`config.mk`:
```
export PLATFORM = sky130hd
export DESIGN_NAME = ulight_fifo_led_pio_arbiter_flat
export DESIGN_NICKNAME = d
export VERILOG_FILES = /design/src/rtl/ulight_fifo_led_pio_arbiter_if.sv /design/src/rtl/ulight_fifo_led_pio_arbiter.sv /design/src/flat_wrapper.sv
export SDC_FILE = /design/constraint.sdc
export NUM_CORES = 1
export LEC_CHECK = 0
export BUFFER_PORTS_ARGS = -buffer_cell sky130_fd_sc_hd__clkbuf_2
export CORE_AREA = 2 2 63 65
export CTS_CLUSTER_DIAMETER = 60
export DETAILED_ROUTE_END_ITERATION = 7
export DIE_AREA = 0 0 65 67
export GPL_ROUTABILITY_DRIVEN = 0
export GPL_TIMING_DRIVEN = 0
export PLACE_DENSITY = 0.73
export SLEW_MARGIN = 30
export SYNTH_ARGS = -nofsm -noshare
export SYNTH_HDL_FRONTEND = slang
export SYNTH_SLANG_ARGS = --single-unit
```
`constraint.sdc`:
```
create_clock -name clk -period 1.56 [get_ports clk]
set_clock_uncertainty 0.15 [all_clocks]
set_input_delay 0.312 -clock clk [delete_from_list [all_inputs] [get_ports clk]]
set_output_delay 0.312 -clock clk [all_outputs]
set_load 0.05 [all_outputs]
```
`src/rtl/ulight_fifo_led_pio_arbiter_if.sv`:
```
// ---------------------------------------------------------------------------
// ulight_fifo_led_pio_arbiter_if
//
// Purpose:
//   Avalon-MM bundle between the LED PIO arbiter (master) and the LED PIO
//   slave. Only the subset of Avalon-MM that the PIO implements is carried.
//
// Signals:
//   pio_address     master -> slave  2   register address (arbiter always uses 0)
//   pio_chipselect  master -> slave  1   slave select
//   pio_write_n     master -> slave  1   write strobe, active low
//   pio_writedata   master -> slave  32  write data
//   pio_readdata    slave  -> master 32  read data (combinational in the PIO)
//
// Modports:
//   master : used by the arbiter
//   slave  : used by the PIO (or a model of it)
// ---------------------------------------------------------------------------
interface ulight_fifo_led_pio_arbiter_if;

    logic [1:0]  pio_address;
    logic        pio_chipselect;
    logic        pio_write_n;
    logic [31:0] pio_writedata;
    logic [31:0] pio_readdata;

    modport master (
        output pio_address,
        output pio_chipselect,
        output pio_write_n,
        output pio_writedata,
        input  pio_readdata
    );

    modport slave (
        input  pio_address,
        input  pio_chipselect,
        input  pio_write_n,
        input  pio_writedata,
        output pio_readdata
    );

endinterface : ulight_fifo_led_pio_arbiter_if

```
`src/rtl/ulight_fifo_led_pio_arbiter.sv`:
```
// ---------------------------------------------------------------------------
// ulight_fifo_led_pio_arbiter
//
// Purpose:
//   Round-robin arbiter/sequencer that shares the 5-bit LED PIO slave among
//   NUM_REQ requesters. Each requester posts an LED value on its slice of
//   req_data together with a level request; the arbiter grants one requester,
//   performs a single Avalon-MM write to the PIO and returns a one-cycle ack.
//   It is the only master of the PIO.
//
// Parameters:
//   NUM_REQ  number of requesters (2..8)
//   LED_W    LED value width, equal to the PIO data_out width
//   GNT_W    derived grant index width, clog2(NUM_REQ) with a minimum of 1
//
// Ports:
//   clk         in   system clock
//   reset_n     in   asynchronous active-low reset
//   req         in   per-requester write request (level)
//   req_data    in   requester i value at [i*LED_W +: LED_W]
//   ack         out  one-cycle pulse, the granted requester's value is written
//   pio         --   Avalon-MM master bundle towards the LED PIO
//   busy        out  high whenever the sequencer is not idle
//   last_grant  out  index of the most recently served requester
//   rb_err      out  sticky readback mismatch flag (0 without readback)
//
// Build option:
//   LED_PIO_ARB_READBACK_EN  when defined, every write is followed by a read
//                            of the PIO; a readback that differs from the
//                            written value sets rb_err until reset.
//
// Timing (all outputs registered):
//   cycle 0 IDLE sees req -> cycle 1 WRITE -> [READ] -> cycle 2 (3) ACK -> IDLE
// ---------------------------------------------------------------------------
module ulight_fifo_led_pio_arbiter #(
    parameter  int NUM_REQ = 4,
    parameter  int LED_W   = 5,
    localparam int GNT_W   = (NUM_REQ > 1) ? $clog2(NUM_REQ) : 1
) (
    input  logic                       clk,
    input  logic                       reset_n,
    input  logic [NUM_REQ-1:0]         req,
    input  logic [NUM_REQ*LED_W-1:0]   req_data,
    output logic [NUM_REQ-1:0]         ack,
    ulight_fifo_led_pio_arbiter_if.master pio,
    output logic                       busy,
    output logic [GNT_W-1:0]           last_grant,
    output logic                       rb_err
);

    typedef enum logic [1:0] {
        ST_IDLE  = 2'd0,
        ST_WRITE = 2'd1,
        ST_READ  = 2'd2,
        ST_ACK   = 2'd3
    } state_t;

    // Sequencer state and registered outputs.
    state_t              state_q,      state_d;
    logic [GNT_W-1:0]    ptr_q,        ptr_d;
    logic [GNT_W-1:0]    grant_q,      grant_d;
    logic [LED_W-1:0]    data_q,       data_d;
    logic [NUM_REQ-1:0]  ack_q,        ack_d;
    logic                cs_q,         cs_d;
    logic                write_n_q,    write_n_d;
    logic [31:0]         writedata_q,  writedata_d;
    logic                busy_q,       busy_d;
    logic [GNT_W-1:0]    last_grant_q, last_grant_d;

    // Round-robin pick results and helpers.
    logic                pick_found_s;
    logic [GNT_W-1:0]    pick_idx_s;
    logic [LED_W-1:0]    pick_data_s;
    logic [GNT_W-1:0]    next_ptr_s;
    logic                enter_ack_s;
    logic                rb_mismatch_s;

    // Upper readdata bits carry nothing for a 5-bit PIO; in the default
    // build the whole bus is ignored.
    logic                unused_rd_s;
    assign unused_rd_s = ^pio.pio_readdata;

    // Round-robin search: first set request bit starting at ptr_q, wrapping.
    always_comb begin
        int cand;
        logic [GNT_W-1:0] cand_idx;
        pick_found_s = 1'b0;
        pick_idx_s   = {GNT_W{1'b0}};
        cand         = 0;
        cand_idx     = {GNT_W{1'b0}};
        for (int k = 0; k < NUM_REQ; k++) begin
            cand = int'(ptr_q) + k;
            if (cand >= NUM_REQ) begin
                cand = cand - NUM_REQ;
            end else begin
                cand = cand;
            end
            cand_idx = GNT_W'(cand);
            if (!pick_found_s && req[cand_idx]) begin
                pick_found_s = 1'b1;
                pick_idx_s   = cand_idx;
            end else begin
                pick_found_s = pick_found_s;
            end
        end
    end

    // Value slice of the candidate requester, captured only on grant.
    always_comb begin
        pick_data_s = req_data[int'(pick_idx_s)*LED_W +: LED_W];
    end

    // Pointer after serving grant_q: one past the grant, wrapping to 0.
    always_comb begin
        if (grant_q == GNT_W'(NUM_REQ - 1)) begin
            next_ptr_s = {GNT_W{1'b0}};
        end else begin
            next_ptr_s = grant_q + {{(GNT_W-1){1'b0}}, 1'b1};
        end
    end

    // Readback compare against the value that was just written.
`ifdef LED_PIO_ARB_READBACK_EN
    always_comb begin
        rb_mismatch_s = (pio.pio_readdata[LED_W-1:0] != data_q);
    end
`else
    always_comb begin
        rb_mismatch_s = 1'b0;
    end
`endif

    // Next-state and next-output logic of the write sequencer.
    always_comb begin
        state_d      = state_q;
        ptr_d        = ptr_q;
        grant_d      = grant_q;
        data_d       = data_q;
        ack_d        = {NUM_REQ{1'b0}};
        cs_d         = cs_q;
        write_n_d    = write_n_q;
        writedata_d  = writedata_q;
        last_grant_d = last_grant_q;
        enter_ack_s  = 1'b0;

        case (state_q)
            ST_IDLE: begin
                if (pick_found_s) begin
                    // Value is frozen here; later req_data changes are ignored.
                    state_d     = ST_WRITE;
                    grant_d     = pick_idx_s;
                    data_d      = pick_data_s;
                    cs_d        = 1'b1;
                    write_n_d   = 1'b0;
                    writedata_d = {{(32-LED_W){1'b0}}, pick_data_s};
                end else begin
                    state_d     = ST_IDLE;
                    cs_d        = 1'b0;
                    write_n_d   = 1'b1;
                end
            end
            ST_WRITE: begin
`ifdef LED_PIO_ARB_READBACK_EN
                state_d     = ST_READ;
                cs_d        = 1'b1;
                write_n_d   = 1'b1;
`else
                state_d     = ST_ACK;
                cs_d        = 1'b0;
                write_n_d   = 1'b1;
                enter_ack_s = 1'b1;
`endif
            end
`ifdef LED_PIO_ARB_READBACK_EN
            ST_READ: begin
                state_d     = ST_ACK;
                cs_d        = 1'b0;
                write_n_d   = 1'b1;
                enter_ack_s = 1'b1;
            end
`endif
            ST_ACK: begin
                state_d   = ST_IDLE;
                cs_d      = 1'b0;
                write_n_d = 1'b1;
            end
            default: begin
                state_d   = ST_IDLE;
                cs_d      = 1'b0;
                write_n_d = 1'b1;
            end
        endcase

        // ack, last_grant and the pointer all update on the way into ACK so
        // they are visible together during the ACK cycle.
        if (enter_ack_s) begin
            ack_d[grant_q] = 1'b1;
            last_grant_d   = grant_q;
            ptr_d          = next_ptr_s;
        end else begin
            ack_d          = ack_d;
        end

        busy_d = (state_d != ST_IDLE);
    end

    // Sequencer state and output registers.
    always_ff @(posedge clk or negedge reset_n) begin
        if (!reset_n) begin
            state_q      <= ST_IDLE;
            ptr_q        <= {GNT_W{1'b0}};
            grant_q      <= {GNT_W{1'b0}};
            data_q       <= {LED_W{1'b0}};
            ack_q        <= {NUM_REQ{1'b0}};
            cs_q         <= 1'b0;
            write_n_q    <= 1'b1;
            writedata_q  <= 32'h0000_0000;
            busy_q       <= 1'b0;
            last_grant_q <= {GNT_W{1'b0}};
        end else begin
            state_q      <= state_d;
            ptr_q        <= ptr_d;
            grant_q      <= grant_d;
            data_q       <= data_d;
            ack_q        <= ack_d;
            cs_q         <= cs_d;
            write_n_q    <= write_n_d;
            writedata_q  <= writedata_d;
            busy_q       <= busy_d;
            last_grant_q <= last_grant_d;
        end
    end

`ifdef LED_PIO_ARB_READBACK_EN
    logic rb_err_q, rb_err_d;

    // Sticky error: set at the end of a READ cycle on mismatch.
    always_comb begin
        if ((state_q == ST_READ) && rb_mismatch_s) begin
            rb_err_d = 1'b1;
        end else begin
            rb_err_d = rb_err_q;
        end
    end

    // Sticky readback error register.
    always_ff @(posedge clk or negedge reset_n) begin
        if (!reset_n) begin
            rb_err_q <= 1'b0;
        end else begin
            rb_err_q <= rb_err_d;
        end
    end

    assign rb_err = rb_err_q;
`else
    logic unused_rb_s;
    assign unused_rb_s = rb_mismatch_s;
    assign rb_err      = 1'b0;
`endif

    assign ack                = ack_q;
    assign busy               = busy_q;
    assign last_grant         = last_grant_q;
    assign pio.pio_address    = 2'b00;
    assign pio.pio_chipselect = cs_q;
    assign pio.pio_write_n    = write_n_q;
    assign pio.pio_writedata  = writedata_q;

endmodule : ulight_fifo_led_pio_arbiter

```
`src/flat_wrapper.sv`:
```
// flat-port wrapper written by rule: the top's interface ports become plain ports
module ulight_fifo_led_pio_arbiter_flat 
#(
    parameter  int NUM_REQ = 4,
    parameter  int LED_W   = 5,
    localparam int GNT_W   = (NUM_REQ > 1) ? $clog2(NUM_REQ) : 1
)
  (clk, reset_n, req, req_data, ack, busy, last_grant, rb_err, pio_pio_address, pio_pio_chipselect, pio_pio_write_n, pio_pio_writedata, pio_pio_readdata);
  ulight_fifo_led_pio_arbiter_if pio_i ();
  input  logic clk;
  input  logic reset_n;
  input  logic [NUM_REQ-1:0] req;
  input  logic [NUM_REQ*LED_W-1:0] req_data;
  output logic [NUM_REQ-1:0] ack;
  output logic busy;
  output logic [GNT_W-1:0] last_grant;
  output logic rb_err;
  output wire logic [$bits(pio_i.pio_address)-1:0] pio_pio_address;
  output wire logic [$bits(pio_i.pio_chipselect)-1:0] pio_pio_chipselect;
  output wire logic [$bits(pio_i.pio_write_n)-1:0] pio_pio_write_n;
  output wire logic [$bits(pio_i.pio_writedata)-1:0] pio_pio_writedata;
  input wire logic [$bits(pio_i.pio_readdata)-1:0] pio_pio_readdata;
  assign pio_pio_address = pio_i.pio_address;
  assign pio_pio_chipselect = pio_i.pio_chipselect;
  assign pio_pio_write_n = pio_i.pio_write_n;
  assign pio_pio_writedata = pio_i.pio_writedata;
  assign pio_i.pio_readdata = pio_pio_readdata;
  ulight_fifo_led_pio_arbiter #(.NUM_REQ(NUM_REQ), .LED_W(LED_W)) u_core (.clk(clk), .reset_n(reset_n), .req(req), .req_data(req_data), .ack(ack), .pio(pio_i), .busy(busy), .last_grant(last_grant), .rb_err(rb_err));
endmodule
```
==> results.json, run 1 <==
{
  "status": "finished, violations left",
  "failing_checks": "negative setup slack",
  "most_common_library_cell_in_the_layout_ignoring_fill_and_taps": "buf_4",
  "finalHoldViolations": 0,
  "count_of_final_max_slew_check_failures": 0,
  "hold_crit_path_type": "in -> reg",
  "share_clk_of_total_power_pct": 11.5,
  "final.period_utilization_pct": 107,
  "port_buffers": 39,
  "comb_power_share_pct": 61.6,
  "highest_count_cells_in_the_layout_ignoring_fill_and_taps": "buf_4, clkbuf_2, conb_1",
  "antenna_found_initial": 0,
  "layout.cell_area.non_filler_mm2": 0.00178,
  "clock-root-buffer": "clkbuf_8",
  "drt_pre_antenna_iters": 4,
  "setup_repair_after_global_routing_missed_its_margin": "yes",
  "yosysWarningCount": 0,
  "synthSimpleGateAreaFrac_pct": 9.25,
  "globalRouteOverflowTotal": 0,
  "static-leakage-power_nw": 0.996,
  "cts_made_buffers": 3,
  "ir_drop_mv": 0.477,
  "synth_sequential_area_ratio_pct": 42.2,
  "post_synth_xor_area_fraction_pct": 0,
  "routed_wirelength_um": 2450,
  "worst-setup-path-type": "reg -> reg",
  "drt-wirelength-per-cell_um": 9.92,
  "powerDensity_mw_per_mm2": 1880,
  "htreeDepth": 1,
  "cp_data_required_time_ns": 1.58,
  "cap_viol_max_count": 0,
  "p_sw_share_pct": 47.5,
  "timing.critical_path.to_type": "flip-flop",
  "drt_iter0_drc": 11,
  "setup_viol": 6,
  "synth_area_leaders": "dfrtp_1, buf_4, mux2i_1",
  "floorplan.die_area_mm2": 0.00436,
  "synth_largest_area_cell": "dfrtp_1",
  "antenna-diode-count": 0,
  "p_seq_share_pct": 27.0,
  "start_util_pct": 33.0,
  "vias_in_the_first_global_route": 840,
  "syn_area_mm2": 0.00119,
  "cts.clk_slew.worst_paths_ns": 0.07,
  "mux_share_of_post_synthesis_cell_area_pct": 12.2,
  "total_power_mw": 3.35,
  "final.min_clock_period_ns": 1.67,
  "coreArea_mm2": 0.00361,
  "cts_tree": "done",
  "clk_path_buf_depth": 2,
  "critical_path_data_arrival_time_ns": 1.70,
  "place_area_mm2": 0.00156,
  "clkLatencyLatePin_ns": 0.25,
  "power_switching_mw": 1.59,
  "synthesis.instances": 114,
  "tritoncts_num_sinks": 20,
  "fin_util_pct": 49.4,
  "critical_path_peak_fanout": 6,
  "post_route_cells_drive_above_1_share_pct": 54.3,
  "p_int_mw": 1.76,
  "post-dp-hpwl_um": 1740,
  "largest_net_degree_at_the_start_of_global_routing": 21,
  "io_pins": 102,
  "synthAdderAreaFrac_pct": 4.21,
  "viasPerCell": 3.94,
  "synth_compound_gate_area_share_pct": 9.57,
  "placement_rows": 22,
  "die_width_um": 65,
  "final_nets": 262,
  "synth.ff_latch_count": 20,
  "antenna_violating_nets_post_route": 0,
  "startpoint_type": "flip-flop",
  "gr-usage-all-layers_pct": 10.8,
  "maximum_clock_rate_mhz": 598,
  "largest_family_of_logic_cells_by_synthesized_area": "buffers and inverters",
  "yosysTopAreaCellShare_pct": 40.0,
  "layout_setup_ws_ns": -0.113,
  "drc": 0,
  "area_delta_synth_final_pct": 49.6,
  "grt_pass1_wl_um": 3560,
  "vias": 974,
  "floorplan.die.height_um": 67,
  "syn_avg_cell_area_um2": 10.4,
  "yosysUniqueCellTypes": 24
}
metrics by stage:
stage | cells | setup slack (ns) | hold WS, ns | setup TNS, ns
finish | 247 | -0.113 | 0.205 | -0.535
CTS | 243 | -0.119 | 0.224 | -0.563
global placement | 230 | -0.303 | 0.140 | -1.89
global route | 247 | -0.208 | 0.212 | -1.11
floorplan | 143 | -0.0125 | -0.134 | -0.0499
detailed placement | 230 | -0.314 | 0.141 | -1.98
worst max-delay path, stage by stage (launching register included):
cell      delay [ns]
dfrtp_1         0.39
or3_4           0.39
buf_6           0.13
or2_0           0.19
buf_4           0.17
o221ai_2        0.18
final cells by class:
cell class / count / area, um^2
timing repair buffer: 52 / 299
fill: 349 / 1830
sequential: 20 / 502
multi-input combinational: 85 / 591
inverter: 5 / 18.8
buffer: 33 / 255
clock buffer: 4 / 55.1
tap: 48 / 60.1
cell families (layout without fill, tap and decap cells):
family | Yosys count | count (layout)
adder cells (fa/ha/maj) | 4 | 4
multiplexers | 14 | 14
flip-flops | 20 | 20
other | 1 | 30
AO/OA/AOI/OAI | 16 | 16
AND/OR/NAND/NOR | 21 | 21
buffers and inverters | 38 | 94
worst paths after layout:
kind | slack, ns | start | depth (start not counted) | to
worst max-delay path | -0.11 | u_core.state_q[0] | 5 | u_core.pio.pio_writedata[2]
worst min-delay path | 0.20 | req_data[1] | 3 | u_core.pio.pio_writedata[1]
worst max register to register | -0.11 | u_core.state_q[0] | 5 | u_core.pio.pio_writedata[2]
worst min register to register | 0.34 | u_core.pio.pio_writedata[2] | 2 | u_core.pio.pio_writedata[2]
max in group asynchronous | 0.52 | reset_n | 2 | u_core.pio.pio_write_n
min in group asynchronous | 0.40 | reset_n | 2 | u_core.pio.pio_writedata[4]
synth_stat cells (all sizes together):
master	number
inv	5
mux2	4
mux2i	10
o2111ai	1
or2	1
ha	4
o22ai	1
and2	4
conb	1
a21boi	1
nor2	4
buf	33
a21o	1
o221ai	6
a21oi	3
nor2b	3
o21ai	3
dfstp	1
dfrtp	19
nor4	1
nand2	7
or3	1
state kept, by name, indices dropped and copies added (netlist names):
name	cells
u_core.ptr_q	2
u_core.ack	4
u_core.busy	1
u_core.grant_q	2
u_core.last_grant	2
u_core.state_q	2
u_core.pio.pio_chipselect	1
u_core.pio.pio_write_n	1
u_core.pio.pio_writedata	5
metal layers:
layer | part of all wire, % | vias up | GRT usage, %
li1 | - | 498 | -
met4 | 1.1 | 0 | 7.71
met1 | 42 | 434 | 13.3
met5 | 0 | - | 0
met2 | 50 | 40 | 17.5
met3 | 7.2 | 2 | 1.35
power groups by stage:
stage | Combinational [mW] | Clock, mW | Sequential, mW
after floorplan | 0.805 | 0 | 1.47
after global placement | 1.69 | 0 | 0.915
after detailed placement | 1.71 | 0 | 0.923
after CTS | 1.91 | 0.393 | 0.899
after global routing | 2.22 | 0.425 | 0.926
final | 2.06 | 0.384 | 0.903
timing repair:
item                       4_1_cts  5_1_grt
setup endpoints to repair        6       11
cloned                           1        0
hold endpoints to repair        19        0
pin swaps                        8        8
setup buffers                    7        4
gates resized for setup         10       12
hold buffers                     1        0
Power figures use the tool's default switching activity.
==> run 2: changes to the inputs <==
--- a/config.mk
+++ b/config.mk
@@ -7,4 +7,5 @@
 export LEC_CHECK = 0
 export BUFFER_PORTS_ARGS = -buffer_cell sky130_fd_sc_hd__clkbuf_2
+export CAP_MARGIN = 20
 export CORE_AREA = 2 2 63 65
 export CTS_CLUSTER_DIAMETER = 60
==> constraint.sdc (replaced) <==
create_clock -name clk -period 1.56 [get_ports clk]
set_clock_uncertainty 0.15 [all_clocks]
set_input_delay 0.156 -clock clk [delete_from_list [all_inputs] [get_ports clk]]
set_output_delay 0.156 -clock clk [all_outputs]
set_load 0.05 [all_outputs]
==> results.json, run 2 (synthesized netlist as in run 1, its figures left out) <==
{
  "timing.critical_path.to_type": "flip-flop",
  "layout_setup_ws_ns": -0.113,
  "largest_register_ffs": 5,
  "gr-usage-all-layers_pct": 10.8,
  "floorplan.die_area_mm2": 0.00436,
  "start_util_pct": 33.0,
  "vias_in_the_first_global_route": 840,
  "cts_made_buffers": 3,
  "final.min_clock_period_ns": 1.67,
  "status": "finished, violations left",
  "cp_slowest_stage_delay_ns": 0.39,
  "drt_pre_antenna_iters": 4,
  "setup_repair_after_global_routing_missed_its_margin": "yes",
  "clkLatencyLatePin_ns": 0.25,
  "hold_crit_path_type": "in -> reg",
  "worst-setup-path-type": "reg -> reg",
  "tritoncts_num_sinks": 20,
  "floorplan.die.height_um": 67,
  "wl_met1_um": 1010,
  "worst_hold_slack_ns": 0.0489,
  "register_area_um2": 502,
  "powerDensity_mw_per_mm2": 1880,
  "vias": 975,
  "maximum_clock_rate_mhz": 598,
  "final.period_utilization_pct": 107,
  "drc": 0,
  "route.met2.wl_um": 1220,
  "failing_checks": "negative setup slack",
  "htreeDepth": 1,
  "io_pins": 102,
  "grt_pass1_wl_um": 3560,
  "die_width_um": 65,
  "clk_path_buf_depth": 2,
  "dr_wl_met3_um": 180,
  "clock-root-buffer": "clkbuf_8",
  "cts_tree": "done",
  "ir_drop_mv": 0.478,
  "globalRouteOverflowTotal": 0,
  "critical-path-slowest-cell": "dfrtp_1",
  "drt-wirelength-per-cell_um": 9.89,
  "coreArea_mm2": 0.00361,
  "port_buffers": 39,
  "final_cells": 247,
  "multiInputGateArea_um2": 593,
  "cts.clk_slew.worst_paths_ns": 0.07,
  "topRoutingLayerUsed": "met4",
  "antenna-diode-count": 0,
  "timing.reg2reg.worst_path_depth": 5,
  "routed_wirelength_um": 2440,
  "num-fill-cells": 348,
  "placement_rows": 22,
  "setup_viol": 6,
  "highest_count_cells_in_the_layout_ignoring_fill_and_taps": "buf_4, clkbuf_2, conb_1",
  "hold_path_depth": 3,
  "final_nets": 262,
  "count_of_final_max_slew_check_failures": 0,
  "critical_path_data_arrival_time_ns": 1.70,
  "finalHoldViolations": 0,
  "cap_viol_max_count": 0,
  "largest_net_degree_at_the_start_of_global_routing": 21,
  "most_common_library_cell_in_the_layout_ignoring_fill_and_taps": "buf_4",
  "antenna_found_initial": 0,
  "area_delta_synth_final_pct": 49.8,
  "antenna_violating_nets_post_route": 0,
  "place.detailed.instances": 230,
  "startpoint_type": "flip-flop",
  "drt_iter0_drc": 9,
  "viasPerCell": 3.95,
  "timing.critical_path.cells": "or3_4 -> buf_6 -> or2_0 -> buf_4 -> o221ai_2",
  "post-dp-hpwl_um": 1740,
  "static-leakage-power_nw": 0.996,
  "post_route_cells_drive_above_1_share_pct": 54.8,
  "cp_data_required_time_ns": 1.58,
  "critical_path_peak_fanout": 6
}
## run 2: metal layers
metal / up-vias / global-route usage [%]
li1: 498 / -
met1: 433 / 13.3
met2: 42 / 17.5
met3: 2 / 1.35
met4: 0 / 7.71
met5: - / 0
## run 2: cell type report
cell class / count / area share (%)
plain buffers: 33 / 14.3
clock buffers: 4 / 3.09
inverters: 5 / 1.05
multi-input cells: 85 / 33.3
flip-flops and latches: 20 / 28.1
well taps: 48 / 3.37
repair buffers: 52 / 16.8
## run 2: what timing repair did
item                                    in CTS  in global routing
setup buffers                                7                  4
resized for setup                           10                 13
gates cloned                                 1                  0
pin swaps                                    8                  8
hold endpoints to repair                    19                  0
endpoints found under the setup margin       6                 11
hold buffers                                 1                  0
## run 2: where the power goes
group          leakage, nW  total, mW  switching (mW)  internal (mW)
Sequential           0.246      0.903           0.133          0.769
Clock               0.0288      0.384           0.160          0.224
Combinational        0.721       2.06            1.30          0.764
Total                0.996       3.35            1.59           1.76
## run 2: critical path: cells and delay by family, from the launching register on
kind | cells | cell delay, ns
flip-flops | 1 | 0.39
AND/OR/NAND/NOR | 2 | 0.58
buffers and inverters | 2 | 0.30
AO/OA/AOI/OAI | 1 | 0.18
## run 2: final timing paths
check	start	to	slack (ns)
worst max-delay path	u_core.state_q[0]	u_core.pio.pio_writedata[2]	-0.11
max in group asynchronous	reset_n	u_core.pio.pio_write_n	0.67
min in group asynchronous	reset_n	u_core.pio.pio_writedata[4]	0.24
worst min-delay path	req_data[1]	u_core.pio.pio_writedata[1]	0.05
worst min register to register	u_core.pio.pio_writedata[2]	u_core.pio.pio_writedata[2]	0.34
worst max register to register	u_core.state_q[0]	u_core.pio.pio_writedata[2]	-0.11
## run 2: stage by stage
stage / setup TNS [ns] / worst slack (ns) / power, mW / instance area (um^2) / util, %
CTS: -0.563 / -0.119 / 3.20 / 1700 / 47.3
global route: -1.05 / -0.208 / 3.57 / 1780 / 49.4
floorplan: -0.0499 / -0.0125 / 2.28 / 1300 / -
detailed placement: -1.00 / -0.186 / 2.63 / 1560 / 43.2
global placement: -0.797 / -0.147 / 2.61 / 1560 / 43.2
finish: -0.536 / -0.113 / 3.35 / 1780 / 49.4
